===== config.mk =====
export PLATFORM = sky130hd
export DESIGN_NAME = axis_frame_gen
export DESIGN_NICKNAME = d
export VERILOG_FILES = /design/src/rtl/axis_frame_gen.sv
export SDC_FILE = /design/constraint.sdc
export NUM_CORES = 1
export LEC_CHECK = 0
export BUFFER_PORTS_ARGS = -buffer_cell sky130_fd_sc_hd__buf_2
export CORE_ASPECT_RATIO = 0.75
export CORE_MARGIN = 2
export CORE_UTILIZATION = 40
export DETAILED_ROUTE_END_ITERATION = 10
export HOLD_SLACK_MARGIN = 0.12
export PLACE_DENSITY = 0.57
export SYNTH_ARGS = -nofsm -noshare
export SYNTH_HDL_FRONTEND = slang
export SYNTH_SLANG_ARGS = --single-unit

===== constraint.sdc =====
create_clock -name aclk -period 5.6 [get_ports aclk]
set_clock_uncertainty 0.2 [all_clocks]
set_input_delay 0.28 -clock aclk [delete_from_list [all_inputs] [get_ports aclk]]
set_output_delay 0.28 -clock aclk [all_outputs]
set_load 0.03 [all_outputs]

===== src/rtl/axis_frame_gen.sv =====
// AXI-Stream raster frame generator: IMG_W x IMG_H 8-bit pixels, SOF on tuser[0],
// end-of-line on tlast, four deterministic test patterns, full backpressure support.
package img_processing_pkg;
    localparam int IMG_W            = 64;
    localparam int IMG_H            = 48;
    localparam int AXIS_TDATA_WIDTH = 8;
    localparam int AXIS_TUSER_WIDTH = 1;
endpackage

module axis_frame_gen #(
    parameter int IMG_W       = img_processing_pkg::IMG_W,
    parameter int IMG_H       = img_processing_pkg::IMG_H,
    parameter int TDATA_WIDTH = img_processing_pkg::AXIS_TDATA_WIDTH,
    parameter int TUSER_WIDTH = img_processing_pkg::AXIS_TUSER_WIDTH,
    parameter int H_BLANK     = 0
) (
    input  logic                   aclk,
    input  logic                   aresetn,
    input  logic                   start,
    input  logic                   continuous,
    input  logic [1:0]             pattern_sel,
    input  logic [15:0]            lfsr_seed,
    output logic [TDATA_WIDTH-1:0] m_axis_tdata,
    output logic [TUSER_WIDTH-1:0] m_axis_tuser,
    output logic                   m_axis_tlast,
    output logic                   m_axis_tvalid,
    input  logic                   m_axis_tready,
    output logic                   busy,
    output logic                   frame_done,
    output logic [15:0]            frame_cnt
);
    localparam int XW = (IMG_W > 1) ? $clog2(IMG_W) : 1;
    localparam int YW = (IMG_H > 1) ? $clog2(IMG_H) : 1;
    localparam int BW = (H_BLANK > 1) ? $clog2(H_BLANK) : 1;
    localparam logic [XW-1:0] X_LAST = XW'(IMG_W - 1);
    localparam logic [YW-1:0] Y_LAST = YW'(IMG_H - 1);
    localparam logic [BW-1:0] B_LAST = BW'((H_BLANK > 0) ? H_BLANK - 1 : 0);

    typedef enum logic [1:0] {S_IDLE, S_ACTIVE, S_HBLANK} state_t;

    state_t          state, state_n;
    logic [XW-1:0]   x, x_n;
    logic [YW-1:0]   y, y_n;
    logic [BW-1:0]   blank_cnt, blank_n;
    logic [1:0]      pat, pat_n;
    logic            cont, cont_n;
    logic [15:0]     lfsr, lfsr_n, lfsr_step, seed_eff;
    logic            frame_done_n;
    logic [15:0]     frame_cnt_n;
    logic [7:0]      x8, y8, pix;
    logic            xfer;

    assign seed_eff  = (lfsr_seed == 16'h0000) ? 16'hACE1 : lfsr_seed;
    assign lfsr_step = {lfsr[14:0], lfsr[15] ^ lfsr[13] ^ lfsr[12] ^ lfsr[10]};
    assign xfer      = (state == S_ACTIVE) && m_axis_tready;

    always_ff @(posedge aclk) begin
        if (!aresetn) begin
            state      <= S_IDLE;
            x          <= '0;
            y          <= '0;
            blank_cnt  <= '0;
            pat        <= '0;
            cont       <= 1'b0;
            lfsr       <= '0;
            frame_done <= 1'b0;
            frame_cnt  <= '0;
        end else begin
            state      <= state_n;
            x          <= x_n;
            y          <= y_n;
            blank_cnt  <= blank_n;
            pat        <= pat_n;
            cont       <= cont_n;
            lfsr       <= lfsr_n;
            frame_done <= frame_done_n;
            frame_cnt  <= frame_cnt_n;
        end
    end

    always_comb begin
        state_n      = state;
        x_n          = x;
        y_n          = y;
        blank_n      = blank_cnt;
        pat_n        = pat;
        cont_n       = cont;
        lfsr_n       = lfsr;
        frame_done_n = 1'b0;
        frame_cnt_n  = frame_cnt;
        unique case (state)
            S_IDLE: begin
                if (start) begin
                    state_n = S_ACTIVE;
                    pat_n   = pattern_sel;
                    cont_n  = continuous;
                    lfsr_n  = seed_eff;
                    x_n     = '0;
                    y_n     = '0;
                end
            end
            S_ACTIVE: begin
                if (xfer) begin
                    lfsr_n = lfsr_step;
                    if (x != X_LAST) begin
                        x_n = x + 1'b1;
                    end else begin
                        x_n     = '0;
                        blank_n = '0;
                        if (y != Y_LAST) begin
                            y_n = y + 1'b1;
                            if (H_BLANK > 0) state_n = S_HBLANK;
                        end else begin
                            y_n          = '0;
                            frame_done_n = 1'b1;
                            frame_cnt_n  = frame_cnt + 1'b1;
                            // Restart needs the frame-start latch and the request still held now,
                            // so dropping continuous mid-frame ends the run after this frame.
                            if (cont && continuous) begin
                                pat_n   = pattern_sel;
                                cont_n  = continuous;
                                lfsr_n  = seed_eff;
                                state_n = (H_BLANK > 0) ? S_HBLANK : S_ACTIVE;
                            end else begin
                                state_n = S_IDLE;
                            end
                        end
                    end
                end
            end
            S_HBLANK: begin
                if (blank_cnt == B_LAST) state_n = S_ACTIVE;
                else                     blank_n = blank_cnt + 1'b1;
            end
            default: state_n = S_IDLE;
        endcase
    end

    assign x8 = 8'(x);
    assign y8 = 8'(y);

    always_comb begin
        unique case (pat)
            2'b00:   pix = x8;
            2'b01:   pix = y8;
            2'b10:   pix = (x8[3] ^ y8[3]) ? 8'hFF : 8'h00;
            default: pix = lfsr[7:0];
        endcase
    end

    assign m_axis_tvalid = (state == S_ACTIVE);
    assign m_axis_tlast  = m_axis_tvalid && (x == X_LAST);
    assign busy          = (state != S_IDLE);

    always_comb begin
        m_axis_tdata    = '0;
        m_axis_tuser    = '0;
        if (m_axis_tvalid) begin
            m_axis_tdata[7:0] = pix;
            m_axis_tuser[0]   = (x == '0) && (y == '0);
        end
    end
endmodule


Yosys cells after proc, flatten, opt, wreduce, memory -nomap -nowiden

Index checks and enable logic that the tools add are counted.

Bits in registers: 51
Input bits: 23
Output and inout bits: 29

Add/subtract/negate cells: 4
Equal/unequal tests: 13
Mux-type cells: 43
Bitwise operators: 9
Reductions and logical operators: 19

Operators by type and width:

| cell                                                 | number |
|---|---|
| two-way mux 16 bit                                   | 6 |
| two-way mux 6 bit                                    | 6 |
| case mux 16 bit (2 select lines)                     | 1 |
| case mux 6 bit (2 select lines)                      | 2 |
| case mux 8 bit (3 select lines)                      | 1 |
| two-way mux 2 bit                                    | 10 |
| adder 16 x 1 -> 16 bit (second input constant)       | 1 |
| zero test 16 bit                                     | 1 |
| two-way mux 8 bit                                    | 2 |
| adder 6 x 1 -> 6 bit (second input constant)         | 2 |
| zero test 6 bit                                      | 2 |
| inequality test 6 bit (second input constant)        | 2 |
| two-way mux 1 bit                                    | 11 |
| inequality test 2 bit (second input constant)        | 4 |
| AND reduction 4 bit                                  | 2 |
| equality test 6 bit (second input constant)          | 1 |
| case mux 2 bit (3 select lines)                      | 1 |
| AND reduction 3 bit                                  | 2 |
| AND reduction 6 bit                                  | 1 |
| nonzero test 2 bit                                   | 3 |
| NOT 1 bit                                            | 5 |
| AND reduction 5 bit                                  | 1 |
| equality test 2 x 1 -> 1 bit (second input constant) | 2 |
| equality test 2 bit (second input constant)          | 2 |
| 8 further kinds                                      | 17 |

Depth between registers and ports, before layout

Gate-level depths: netlist of run 1.

Depth after elaboration: 8
Mapped depth: 7
Depth with buffers taken out: 6

Worst setup path after synthesis of run 1

No wires, ideal clock.

Path kind: reg2out
From: register state[0]
To: output m_axis_tuser
Data arrival time: 1.748 ns
Required time: 5.120 ns
Slack: 3.372 ns
Stages on the path, launching flop included: 4
Buffers on the path: 1
Cell sequence: dfxtp_1 -> buf_2 -> nand4_1 -> nor4_1

Longest elaborated chain between the ends: 2

RTL lines:

| element                      | line | RTL |
|---|---|---|
| from (decl)                  | 41   | `state_t state, state_n;` |
| from (signal assigned)       | 69   | `state <= state_n;` |
| equality test 2 x 1 -> 1 bit | 151  | `assign m_axis_tvalid = (state == S_ACTIVE);` |
| two-way mux 1 bit            | 158  | `if (m_axis_tvalid) begin` |
| to (decl)                    | 24   | `output logic [TUSER_WIDTH-1:0] m_axis_tuser,` |

Every way passes these cells.

Worst setup path after layout of run 1

From: register state[0]
To: register lfsr[0]

Longest elaborated chain between the ends: 4
Elaborated cells on any way between the ends: 8

RTL lines:

| element                                  | line   | RTL |
|---|---|---|
| equality test 2 x 1 -> 1 bit             | 55, 91 |  |
| logical AND 1 bit                        | 55     | `assign xfer = (state == S_ACTIVE) && m_axis_tready;` |
| inequality test 2 x 1 -> 1 bit (no line) | n/a    |  |
| AND reduction 3 bit (no line)            | n/a    |  |
| to (signal assigned)                     | 75     | `lfsr <= lfsr_n;` |
| to (decl)                                | 47     | `logic [15:0] lfsr, lfsr_n, lfsr_step, seed_eff;` |

Parallel ways exist; a longest one is shown, timed or not.
A chain may end at the register's enable or synchronous reset.

==> flow_summary.toml, run 1 <==
[run_status]
status = "finished clean"

[sta]
period_needed_ns = 2.47
rsz0062_at_grt = "no"
finalSetupTns_ns = 0
worstMarginPinSlew_ns = 0.688
setup_viol = 0
slew_headroom_pct = 53.8
final.period_utilization_pct = 44.1
fmax_mhz = 405
slew_violations = 0
hold_violations = 0

[floorplanning]
dieHeight_um = 74.1
num_io_pins = 52
die_w_um = 97.5
core_um2 = 6320
start_util_pct = 41.5
rows = 25
design.die.area_um2 = 7220

[route]
drt_iter0_markers = 145
drtPass1Iterations = 4
route.detailed.drc = 0
dr_total_vias = 2330
viasPerCell = 5.14
wirelength_um = 6640
wl_per_cell_um = 14.6
ant_nets = 0

[yosys]
synth_cell_types = 43
async_reset_ff_share_pct = 0
yosysSeqAreaShare_pct = 37.4
yosys-top-cells-count = "49 x dfxtp_1, 44 x nand2_1, 38 x nor2_1, 24 x o21ai_0, 21 x xor2_1"
syn_area_um2 = 2620
syn_inst = 312
syn_avg_cell_area_um2 = 8.40
ys_ff_latch = 49
yosysMostFrequentCell = "dfxtp_1"
yosys_most_used_dff = "dfxtp_1"
syn-num-nets = 340
synth_top_area_share_pct = 37.4
synth_warnings = 0
synth-edff-count = 0
synthTopCellsByArea = "dfxtp_1 37%, xor2_1 7.0%, nand2_1 6.3%"
yosysTopAreaCell = "dfxtp_1"

[placed_design]
io_buffers = 51
gp_congestion = 0.786
dp.cells = 428
dpl.hpwl_um = 4760
post_dp_cell_area_um2 = 2890

[grt]
grt_pass1_vias = 2229
grt_util_met1_pct = 27.0
grt_usage_pct = 18.9
grt_overflow_total = 0
use_met3_pct = 4.04
top_usage_layer = "met2"
grtUsageMet2_pct = 29.7
grt_max_degree = 26
antenna_found_initial = 0
grt_pass1_wl_um = 11000

[finish]
diodes = 0
final_cells = 453
stdcell_area_um2 = 3150
nets = 401
drive_above_1_share_pct = 19.4
syn2layout_area_growth_pct = 20.2
fin_util_pct = 49.9

[critical_path]
slowest_delay_ns = 0.72
slowest_stage = "dfxtp_1"
path_class = "reg -> reg"
crit_chain = "nand2b_1 > nand2_1 > nor2_1 > nand2_1 > o21ai_0"
crit_required_ns = 5.62
critPathLaunchType = "flip-flop"
r2r_cells = 5
critPathMostFrequentCell = "nand2_1"
path_buf_inv = 0
arrival_ns = 2.49
endpoint_kind = "flip-flop"
path_max_fanout = 21
crit_family = "simple AND/OR/NAND/NOR gates"
cp.depth = 5
cp-startpoint = "state[0]"
r2r-start = "state[0]"

[clock_network]
cts_resized = 0
clock-root-buffer = "clkbuf_8"
clk_pin_slew_worst_paths_ns = 0.09
clock_latency_ns = 0.29
cts_tree = "built"
clkSinkCount = 49
cts.path.max_buffers = 2
cts_made_buffers = 5
cts-htree-levels = 2

[worst_hold_path]
worstHoldPathType = "in -> reg"
hp-start = "aresetn"
hold_depth = 3

[pwr]
ir_drop_mv = 0.131
p_leak_nw = 1.30
seq_power_share_pct = 57.3
p_switching_w = 0.000182
clockPowerShare_pct = 29.1
switching_share_pct = 27.2
comb_power_share_pct = 13.7
p_total_w = 0.000668
powerDensity_nw_per_um2 = 212
internal_power_w = 0.000486

[run]
drv_cap = 0
## layer usage
metal / wire length (um) / share of wire [%] / vias to the layer above
met5: 0 / 0 / -
met1: 3370 / 51 / 1058
met4: 84 / 1.3 / 0
met2: 2900 / 44 / 54
met3: 286 / 4.3 / 11
li1: - / - / 1207
## cells by family (layout without fill, tap and decap cells)
group / count (synthesis) / after routing / synth area share [%]
mux: 9 / 9 / 5.82
fa+ha+maj: 5 / 5 / 2.39
xor+xnor: 28 / 28 / 9.36
flops: 49 / 49 / 37.4
compound gates: 48 / 48 / 10.9
simple gates: 150 / 150 / 29.6
buf+inv: 23 / 83 / 4.49
## timing repair
item	in CTS	in global routing
setup buffers	0	0
hold endpoints to repair	19	0
hold buffers	19	0
## worst reg2reg max path, cell delays in order, from the launching register on
cell      delay [ns]
dfxtp_1         0.72
nand2b_1        0.31
nand2_1         0.42
nor2_1          0.56
nand2_1         0.11
o21ai_0         0.08
## layout by cell type (no fill, tap or decap), types with 2 or more instances in the layout
cell type	netlist	routed
inv_1	6	6
a21oi_1	8	8
nand2_1	44	44
nor2_1	38	38
ha_1	5	5
o21ai_1	3	3
nor4_4	2	2
nand4_1	10	10
dfxtp_1	49	49
nor4_1	5	5
and2_1	6	6
nand2b_1	2	2
nand3_1	13	13
xnor2_1	7	7
and4_1	2	2
mux2i_1	4	4
dlygate4sd3_1	0	19
buf_2	4	51
clkbuf_8	0	5
a31oi_1	9	9
xor2_1	21	21
o21ai_0	24	24
nor3_1	11	11
mux4_2	5	5
and3_1	6	6
## power by group through the flow
| stage | clock network [W] | logic, W | registers [W] |
|---|---|---|---|
| after floorplan | 0 | 0.0000636 | 0.000381 |
| after global placement | 0 | 0.0000799 | 0.000390 |
| after detailed placement | 0 | 0.0000811 | 0.000390 |
| after CTS | 0.000199 | 0.0000914 | 0.000382 |
| after global routing | 0.000215 | 0.000102 | 0.000386 |
| final | 0.000194 | 0.0000914 | 0.000383 |
## metrics by stage
step           hold slack [ns]  worst slack [ns]
5_1_grt                  0.141              2.80
4_1_cts                  0.137              3.09
6_report                 0.147              3.13
2_1_floorplan            0.216              3.37
3_3_place_gp             0.236              3.18
3_5_place_dp             0.240              3.04
## sequential cells by signal (all words and copies together), names as in the netlist
name,flops
frame_cnt,16
x,6
lfsr,16
y,6
state,1
frame_done,1
pat,2
cont,1
## final cells by class
class | instances | area (um^2)
timing repair buffer | 70 | 445
clock inverter | 1 | 5.00
fill | 619 | 3170
sequential | 49 | 981
multi-input combinational | 240 | 1520
clock buffer | 5 | 68.8
inverter | 7 | 26.3
tap | 81 | 101
## worst paths after layout
path              endpoint  slack, ns
setup reg to reg   lfsr[0]       3.13
setup / recovery   lfsr[0]       3.13
hold / removal    lfsr[14]       0.15
hold reg to reg   lfsr[11]       0.25
No activity file was read; power rests on OpenSTA's default activity.
==> inputs of run 2 (changes only) <==
--- a/config.mk
+++ b/config.mk
@@ -5,6 +5,7 @@
 export SDC_FILE = /design/constraint.sdc
 export NUM_CORES = 1
 export LEC_CHECK = 0
+export ABC_AREA = 1
 export BUFFER_PORTS_ARGS = -buffer_cell sky130_fd_sc_hd__buf_2
 export CORE_ASPECT_RATIO = 0.75
 export CORE_MARGIN = 2
==> constraint.sdc (replaced) <==
create_clock -name aclk -period 2.6 [get_ports aclk]
set_clock_uncertainty 0.2 [all_clocks]
set_input_delay 0.13 -clock aclk [delete_from_list [all_inputs] [get_ports aclk]]
set_output_delay 0.13 -clock aclk [all_outputs]
set_load 0.03 [all_outputs]
==> run 2 against run 1 <==
  * Non-clock buffer count rose by 14
  * Via count increased by 29%
  * Largest power group unchanged
  * Sequential cell count unchanged
  * Highest routed layer unchanged
  * Core utilization increased by 1.9 points
  * Hold slack better by 0.14 ns
  * Critical endpoint is now lfsr[1]
  * Worst setup slack got worse by 3.0 ns
==> flow_summary.toml, run 2 <==
[clock_network]
clk_pin_slew_worst_paths_ns = 0.10
cts.path.max_buffers = 2
clkSinkCount = 49
clock_latency_ns = 0.31
cts_made_buffers = 5
cts_tree = "built"
cts-htree-levels = 2
clock-root-buffer = "clkbuf_8"

[route]
viasPerCell = 4.93
route.detailed.drc = 0
drt_iter0_markers = 174
wirelength_um = 7900
wl_per_cell_um = 13.0
dr_total_vias = 3001
drtPass1Iterations = 5
ant_nets = 0

[yosys]
synthTopCellsByArea = "dfxtp_1 34%, nand2_1 14%, nand3_1 7.7%"
yosys-top-cells-count = "109 x nand2_1, 49 x dfxtp_1, 49 x inv_1, 44 x nand3_1, 38 x nor2_1"
synth_cell_types = 31
syn_area_um2 = 2870
syn-num-nets = 465
synth-edff-count = 0
synth_warnings = 0
ys_ff_latch = 49
syn_avg_cell_area_um2 = 6.56
synth_top_area_share_pct = 34.2
async_reset_ff_share_pct = 0
syn_inst = 437
yosysSeqAreaShare_pct = 34.2
yosysTopAreaCell = "dfxtp_1"
yosysMostFrequentCell = "nand2_1"
yosys_most_used_dff = "dfxtp_1"

[placed_design]
dp.cells = 573
post_dp_cell_area_um2 = 3170
io_buffers = 51
dpl.hpwl_um = 5530
pre_cts_ws_ns = 0.514
gp_congestion = 0.842

[critical_path]
crit_required_ns = 2.61
slowest_stage = "dlygate4sd3_1"
critPathMostFrequentCell = "nand3_1"
rrSetupSlack_ns = 0.17
crit_family = "buffers and inverters"
crit_chain = "ha_1 > nand3_1 > nor2_2 > nand3_4 > buf_4 > nand3_1 > nand2_1 > inv_1 > a21oi_1 > dlygate4sd3_1"
path_max_fanout = 6
r2r-end = "lfsr[1]"
path_buf_inv = 3
r2r-start = "y[0]"
r2r_cells = 10
path_class = "reg -> reg"
endpoint_kind = "flip-flop"
arrival_ns = 2.43
critPathLaunchType = "flip-flop"
slowest_delay_ns = 0.56

[worst_hold_path]
min_to = "cont"
worstHoldPathType = "reg -> reg"
hold_depth = 2
hp-start = "cont"

[floorplanning]
rows = 26
start_util_pct = 41.8
num_io_pins = 52
dieHeight_um = 77.3
core_um2 = 6860
die_w_um = 102
design.die.area_um2 = 7870

[finish]
diodes = 0
final_cell_mix = "109 x nand2_1, 51 x buf_2, 49 x inv_1, 49 x dfxtp_1, 44 x nand3_1"
fin_util_pct = 51.7
reg_top3 = "frame_cnt: 16 flops, lfsr: 16 flops"
fillers = 715
nets = 538
drive_above_1_share_pct = 15.5
final_common_cell = "nand2_1"
final_cells = 609
stdcell_area_um2 = 3550
syn2layout_area_growth_pct = 23.9

[sta]
rsz0062_at_grt = "no"
hold_violations = 0
final.period_utilization_pct = 93.3
fmax_mhz = 412
finalSetupTns_ns = 0
slew_headroom_pct = 65.7
setup_viol = 0
period_needed_ns = 2.43
worstMarginPinSlew_ns = 0.513
slew_violations = 0
fin_ws_ns = 0.175

[pwr]
ir_drop_mv = 0.329
p_leak_nw = 1.54
powerDensity_nw_per_um2 = 471

[grt]
grt_pass1_wl_um = 13400
top_usage_layer = "met2"
use_met3_pct = 4.19
grtUsageMet2_pct = 31.5
grt_util_met1_pct = 30.5
grt_overflow_total = 0
antenna_found_initial = 0
grt_usage_pct = 21.2
grt_max_degree = 40
grt_pass1_vias = 2791

[run]
drv_cap = 0

[run_status]
status = "finished clean"
-- run 2: cell types whose count changed in the layout (fill, tap and decap cells not counted), moves of 8 or more --
cell     delta
o21ai_0     +8
nand3_1    +31
nand2_1    +65
buf_4       +8
inv_1      +43
xor2_1     -15
a21oi_1    +29
-- run 2: cell type report --
class	count	area, um^2	area share (%)
Clock buffer	6	82.6	2.33
Clock inverter	2	13.8	0.388
Inverter	51	191	5.39
Multi-Input combinational cell	319	1590	44.9
Sequential cell	49	981	27.6
Tap cell	98	123	3.45
Timing Repair Buffer	84	566	15.9
-- run 2: metrics by stage --
| step | hold WS, ns | power (W) |
|---|---|---|
| finish | 0.285 | 0.00167 |
| global route | 0.298 | 0.00178 |
| CTS | 0.291 | 0.00168 |
| detailed placement | 0.225 | 0.00116 |
| global placement | 0.215 | 0.00116 |
| floorplan | 0.0925 | 0.00109 |
-- run 2: logic make-up (layout without fill, tap and decap cells) --
| kind of cell | Yosys count | count (layout) | share of synthesized area [%] |
|---|---|---|---|
| AOI/OAI and AO/OA | 84 | 84 | 15.6 |
| DFF | 49 | 49 | 34.2 |
| xor gates and xnor gates | 15 | 15 | 4.58 |
| adders and majority gates | 5 | 5 | 2.18 |
| buffers and inverters | 69 | 143 | 10.5 |
| and+or+nand+nor | 215 | 215 | 32.9 |
-- run 2: timing repair --
| item | CTS | global route |
|---|---|---|
| hold endpoints to repair | 34 | 0 |
| hold buffers | 25 | 0 |
| buffers inserted | 0 | 3 |
| setup endpoints to repair | 0 | 3 |
| gates resized for setup | 0 | 1 |
-- run 2: metal layers --
layer	vias to the layer above	share of wire [%]
met2	69	43
met1	1357	50
met3	13	4.5
li1	1562	-
met5	-	0
met4	0	1.6
-- run 2: worst max-delay path by stage --
stage	startpoint	to	slack, ns	cells past startpoint
after CTS	y[0]	lfsr[1]	0.04	8
after global routing	y[0]	lfsr[3]	0.001	8
final	y[0]	lfsr[1]	0.17	10
after detailed placement	y[0]	cont	0.51	8
after global placement	x[0]	pat[1]	0.59	8
after floorplan	state[0]	m_axis_tuser	0.42	5
-- run 2: where the power goes --
group,internal (W),switching (W),total (W)
sequential,0.000796,0.0000385,0.000834
clock,0.000216,0.000273,0.000490
combinational,0.000139,0.000210,0.000349
-- run 2: tightest hold or removal path, stage by stage (launching register included) --
cell and delay, ns:
dfxtp_1 0.32, nand2_1 0.06, a21oi_1 0.06
